[src/rtl/ex_muldiv_if.sv]
// EX-stage multiply/divide unit port bundle.
// master drives requests and operands; slave is the HI/LO unit.
interface ex_muldiv_if;
    logic        start;
    logic [1:0]  op;
    logic [31:0] opa;
    logic [31:0] opb;
    logic        hi_wr;
    logic        lo_wr;
    logic [31:0] wdata;
    logic        flush;
    logic        busy;
    logic        done;
    logic [31:0] hi;
    logic [31:0] lo;

    modport master (
        output start, op, opa, opb, hi_wr, lo_wr, wdata, flush,
        input  busy, done, hi, lo
    );

    modport slave (
        input  start, op, opa, opb, hi_wr, lo_wr, wdata, flush,
        output busy, done, hi, lo
    );
endinterface

[src/rtl/ex_muldiv.sv]
// EX-stage HI/LO unit: 2-cycle mult/multu, optional 33-cycle div/divu.
// Define MULDIV_DIV_EN to build the restoring divider (DIV/FIX states).
module ex_muldiv (
    input logic        clk,
    input logic        rst_n,
    ex_muldiv_if.slave bus
);
    localparam logic [1:0] S_IDLE = 2'd0;
    localparam logic [1:0] S_MUL  = 2'd1;
`ifdef MULDIV_DIV_EN
    localparam logic [1:0] S_DIV  = 2'd2;
    localparam logic [1:0] S_FIX  = 2'd3;
`endif

    logic [1:0]  state;
    logic [1:0]  op_q;
    logic [31:0] opa_q;
    logic [31:0] opb_q;
    logic [4:0]  cnt;
    logic [63:0] prod;
    logic [31:0] hi_q;
    logic [31:0] lo_q;
    logic        done_q;
    logic        accept;
    logic [31:0] b_in;

    logic        sgn;
    logic [63:0] mx;
    logic [63:0] my;
    logic [63:0] mp;

    // Low 64 bits of the extended product serve both signed and unsigned.
    assign sgn = (op_q == 2'b00);
    assign mx  = {{32{sgn & opa_q[31]}}, opa_q};
    assign my  = {{32{sgn & opb_q[31]}}, opb_q};
    assign mp  = mx * my;

`ifdef MULDIV_DIV_EN
    logic [31:0] rem;
    logic [31:0] quo;
    logic        b_neg;
    logic        sdiv;
    logic        dbz;
    logic [31:0] a_mag;
    logic [32:0] diff;
    logic [31:0] q_fix;
    logic [31:0] r_fix;

    assign accept = bus.start && !bus.flush;
    assign a_mag  = (bus.op == 2'b10 && bus.opa[31]) ? -bus.opa : bus.opa;
    assign b_in   = (bus.op == 2'b10 && bus.opb[31]) ? -bus.opb : bus.opb;
    assign sdiv   = (op_q == 2'b10);
    assign dbz    = (opb_q == 32'd0);
    assign diff   = {rem, quo[31]} - {1'b0, opb_q};
    assign q_fix  = (sdiv && (opa_q[31] ^ b_neg)) ? -quo : quo;
    assign r_fix  = (sdiv && opa_q[31]) ? -rem : rem;
`else
    assign accept = bus.start && !bus.flush && !bus.op[1];
    assign b_in   = bus.opb;
`endif

    always_ff @(posedge clk or negedge rst_n) begin
        if (!rst_n) begin
            state  <= S_IDLE;
            op_q   <= 2'b00;
            opa_q  <= 32'd0;
            opb_q  <= 32'd0;
            cnt    <= 5'd0;
            prod   <= 64'd0;
            hi_q   <= 32'd0;
            lo_q   <= 32'd0;
            done_q <= 1'b0;
`ifdef MULDIV_DIV_EN
            rem    <= 32'd0;
            quo    <= 32'd0;
            b_neg  <= 1'b0;
`endif
        end else begin
            done_q <= 1'b0;
            if (bus.flush) begin
                state <= S_IDLE;
            end else begin
                unique case (state)
                    S_IDLE: begin
                        if (accept) begin
                            op_q  <= bus.op;
                            opa_q <= bus.opa;
                            opb_q <= b_in;
`ifdef MULDIV_DIV_EN
                            rem   <= 32'd0;
                            quo   <= a_mag;
                            b_neg <= (bus.op == 2'b10) && bus.opb[31];
                            if (bus.op[1]) begin
                                state <= S_DIV;
                                cnt   <= 5'd31;
                            end else
`endif
                            begin
                                state <= S_MUL;
                                cnt   <= 5'd1;
                            end
                        end else begin
                            if (bus.hi_wr) hi_q <= bus.wdata;
                            if (bus.lo_wr) lo_q <= bus.wdata;
                        end
                    end
                    S_MUL: begin
                        if (cnt != 5'd0) begin
                            prod <= mp;
                            cnt  <= 5'd0;
                        end else begin
                            hi_q   <= prod[63:32];
                            lo_q   <= prod[31:0];
                            done_q <= 1'b1;
                            state  <= S_IDLE;
                        end
                    end
`ifdef MULDIV_DIV_EN
                    S_DIV: begin
                        if (!diff[32]) begin
                            rem <= diff[31:0];
                            quo <= {quo[30:0], 1'b1};
                        end else begin
                            rem <= {rem[30:0], quo[31]};
                            quo <= {quo[30:0], 1'b0};
                        end
                        cnt <= cnt - 5'd1;
                        if (cnt == 5'd0) state <= S_FIX;
                    end
                    S_FIX: begin
                        if (dbz) begin
                            hi_q <= opa_q;
                            lo_q <= 32'hFFFF_FFFF;
                        end else begin
                            hi_q <= r_fix;
                            lo_q <= q_fix;
                        end
                        done_q <= 1'b1;
                        state  <= S_IDLE;
                    end
`endif
                    default: state <= S_IDLE;
                endcase
            end
        end
    end

    assign bus.busy = (state != S_IDLE);
    assign bus.done = done_q;
    assign bus.hi   = hi_q;
    assign bus.lo   = lo_q;
endmodule

[src/flat_wrapper.sv]
// flat-port wrapper written by rule: the top's interface ports become plain ports
module ex_muldiv_flat 
  (clk, rst_n, bus_start, bus_op, bus_opa, bus_opb, bus_hi_wr, bus_lo_wr, bus_wdata, bus_flush, bus_busy, bus_done, bus_hi, bus_lo);
  ex_muldiv_if bus_i ();
  input logic clk;
  input logic rst_n;
  input wire logic [$bits(bus_i.start)-1:0] bus_start;
  input wire logic [$bits(bus_i.op)-1:0] bus_op;
  input wire logic [$bits(bus_i.opa)-1:0] bus_opa;
  input wire logic [$bits(bus_i.opb)-1:0] bus_opb;
  input wire logic [$bits(bus_i.hi_wr)-1:0] bus_hi_wr;
  input wire logic [$bits(bus_i.lo_wr)-1:0] bus_lo_wr;
  input wire logic [$bits(bus_i.wdata)-1:0] bus_wdata;
  input wire logic [$bits(bus_i.flush)-1:0] bus_flush;
  output wire logic [$bits(bus_i.busy)-1:0] bus_busy;
  output wire logic [$bits(bus_i.done)-1:0] bus_done;
  output wire logic [$bits(bus_i.hi)-1:0] bus_hi;
  output wire logic [$bits(bus_i.lo)-1:0] bus_lo;
  assign bus_i.start = bus_start;
  assign bus_i.op = bus_op;
  assign bus_i.opa = bus_opa;
  assign bus_i.opb = bus_opb;
  assign bus_i.hi_wr = bus_hi_wr;
  assign bus_i.lo_wr = bus_lo_wr;
  assign bus_i.wdata = bus_wdata;
  assign bus_i.flush = bus_flush;
  assign bus_busy = bus_i.busy;
  assign bus_done = bus_i.done;
  assign bus_hi = bus_i.hi;
  assign bus_lo = bus_i.lo;
  ex_muldiv u_core (.clk(clk), .rst_n(rst_n), .bus(bus_i));
endmodule
[config.mk]
export PLATFORM = sky130hd
export DESIGN_NAME = ex_muldiv_flat
export DESIGN_NICKNAME = d
export VERILOG_FILES = /design/src/rtl/ex_muldiv_if.sv /design/src/rtl/ex_muldiv.sv /design/src/flat_wrapper.sv
export SDC_FILE = /design/constraint.sdc
export NUM_CORES = 2
export LEC_CHECK = 0
export BUFFER_PORTS_ARGS = -buffer_cell sky130_fd_sc_hd__buf_4
export CAP_MARGIN = 15
export CORE_UTILIZATION = 45
export DETAILED_ROUTE_END_ITERATION = 8
export GPL_TIMING_DRIVEN = 0
export PLACE_DENSITY_LB_ADDON = 0.12
export SYNTH_ARGS = -nofsm -noshare
export SYNTH_HDL_FRONTEND = slang
export SYNTH_SLANG_ARGS = --single-unit
[constraint.sdc]
create_clock -name clk -period 25.1 [get_ports clk]
set_input_delay 2.51 -clock clk [delete_from_list [all_inputs] [get_ports clk]]
set_output_delay 2.51 -clock clk [all_outputs]
set_load 0.01 [all_outputs]
==> metrics <==
outcome finished, final reports clean; cts bufs inserted 17; Hold WS 463 ps; initial DRC count 3651; Synth top area share 0.493; Data arrival, critical path 12060 ps; Die ar. 0.103 mm^2; Ports 170; CP Capture Type flip-flop; Crit Path Max Fanout 10; routed len/inst 26.7 um; initial core utilization 0.455; CP most frequent cell fa_1; cell type with the largest total area after synthesis fa_1; later-pin clock latency in the skew report 510 ps; Die Span Y 321 um; root buffer cell clkbuf_16; fin crit share 0.466; EDFF count, synth 0; r2r worst-path depth 31; CP Data Required Time 25470 ps; RR Startpoint u_core.op_q[1]$_DFFE_PN0P_; most common cell after layout, fill and taps aside inv_1; fin crit period 11690 ps; Slew Viols, Final 0; top cells by area, synth fa_1 49%, dfrtp_1 11%, inv_1 9.7%; critical path class reg2reg; CTS Buffer Depth 2; die width 321 um; Place WS 13540 ps; routability congestion estimate from global placement 1.04; post-route ant nets 0; Remaining Overflow, GRT 0; FP Rows 116; first-pass GRT wire length 252 mm; slowest stage delay, CP 750 ps; # hold bufs at CTS 0; Util after Layout 0.493; worst hold path type reg2reg; final setup margin 13410 ps; Reg-to-Reg End u_core.prod[63]$_DFFE_PN0P_; top_reg_cell synth dfrtp_1; RSZ-0062 raised after global routing no; TritonCTS clock tree done; layout cell share with drive strength beyond 1 0.0643; Seq/Total Area, Yosys 0.108; commonest non-fill, non-tap cells in the layout 1176 x inv_1, 1125 x fa_1, 903 x nand2_1; Max-Cap Viols 0; final net count 6590; Vias 35600; CP max-delay cell fa_1; slew margin rel. 0.131; overall routed net length 174 mm; Detail Placement HPWL 145 mm; Hold Vio Cnt, Final 0; Cell Area, Synth 0.0457 mm^2; async set-or-reset flop fraction in the synthesized netlist 1.00; vias in the first global route 37100; PortBufs 169; clock slew at reported path FFs 100 ps; postcts setup bufs 0; total negative slack 0 ps; Avg Vias per Cell 5.45; drt pass-1 iters 6; Synthesis Warnings 0; Worst Setup EP u_core.prod[63]$_DFFE_PN0P_; Yosys reg bits 197; Clock Skews 25.5 ps; Sink Count 197; GRT Overall Usage 0.347; Post-Syn Instances 4951; syn_area_per_cell 9.24 um^2; synth unique cells 79; Worst setup SP type flip-flop; worst-margin pin slew 1300 ps; final setup fails 0; pin count of the biggest net entering global routing 113; Post-Synthesis Net Count 6392; DRC violations left 0; initial antenna violation count 7; P&R area growth vs syn 8.32%; CP startpoint u_core.op_q[1]$_DFFE_PN0P_; R2R setup slack 13410 ps; CTS H-tree depth 4; post-cts sizing count 0; fmax 85.5 MHz; core area 0.100 mm^2
[cell type report]
type,instances,area [um^2]
buffer,293,1170
clock buffer,17,425
tap,1357,1700
timing repair buffer,179,1440
antenna,5,12.5
inverter,1177,4420
fill,9914,50900
multi-input combinational,3284,35200
clock inverter,15,229
sequential,197,4930
[how the worst min path moves through the flow]
stage,start,end,cells past startpoint
global route,u_core.cnt[0]$_DFFE_PN0P_,u_core.bus.done$_DFF_PN0_,1
global placement,u_core.cnt[0]$_DFFE_PN0P_,u_core.bus.done$_DFF_PN0_,1
finish,u_core.cnt[0]$_DFFE_PN0P_,u_core.bus.done$_DFF_PN0_,1
CTS,u_core.cnt[0]$_DFFE_PN0P_,u_core.bus.done$_DFF_PN0_,1
detailed placement,u_core.cnt[0]$_DFFE_PN0P_,u_core.bus.done$_DFF_PN0_,1
floorplan,u_core.cnt[0]$_DFFE_PN0P_,u_core.bus.done$_DFF_PN0_,1
[cell families (layout without fill, tap and decap cells)]
group                      after synthesis  after routing  share of synthesized area
buffers and inverters                 1470           1681                      0.122
and+or+nand+nor                       1431           1431                      0.141
adders and majority gates             1337           1337                      0.551
AOI/OAI and AO/OA                      378            378                     0.0490
DFF                                    197            197                      0.108
xor gates and xnor gates                73             73                     0.0140
muxes                                   65             65                     0.0160
other                                    0              5                          0
[worst max-delay path, delay by kind of cell, from the launching register on]
family / cells / cell delay (ps)
adder cells (fa/ha/maj): 9 / 4750
buffers and inverters: 8 / 2190
XOR/XNOR: 1 / 610
flip-flops: 1 / 400
AO/OA/AOI/OAI: 6 / 1590
AND/OR/NAND/NOR: 7 / 2000
[routing by layer]
metal | vias to the layer above | wire length, um | GRT usage | part of all wire
met5 | - | 0 | 0 | 0
met4 | 0 | 11000 | 0.188 | 0.063
met3 | 423 | 19100 | 0.0895 | 0.11
met2 | 1880 | 76300 | 0.520 | 0.44
met1 | 18500 | 67600 | 0.463 | 0.39
li1 | 14700 | - | - | -
[through the flow]
step                area (um^2)  std cells
global placement          48700       6477
finish                    49500       6524
detailed placement        48800       6483
floorplan                 45700       4951
CTS                       49500       6515
global route              49500       6519
[cells in the mapped netlist, types with 10 or more instances]
library cell	instances
clkbuf_1	277
inv_1	1176
nor2_1	122
and2_1	268
o21bai_1	15
ha_1	212
nand2_1	903
fa_1	1125
dfrtp_1	197
xor2_1	19
or2_2	10
a211oi_1	11
xnor2_1	54
a21oi_1	191
nor2b_1	37
o21ai_0	62
a21o_1	25
nand3_1	14
mux2_2	65
nand4_1	15
o21ai_1	21
and3_1	22
[flip-flops by register name (all words and copies together) (netlist names)]
name / count
u_core.opa_q: 32
u_core.bus.done: 1
u_core.state: 1
u_core.cnt: 1
u_core.opb_q: 32
u_core.bus.lo: 32
u_core.prod: 64
u_core.bus.hi: 32
u_core.op_q: 2
Power is left out: the tool's default activity adds up to more than one toggle a clock period on the data nets, which glitch-free logic cannot reach.
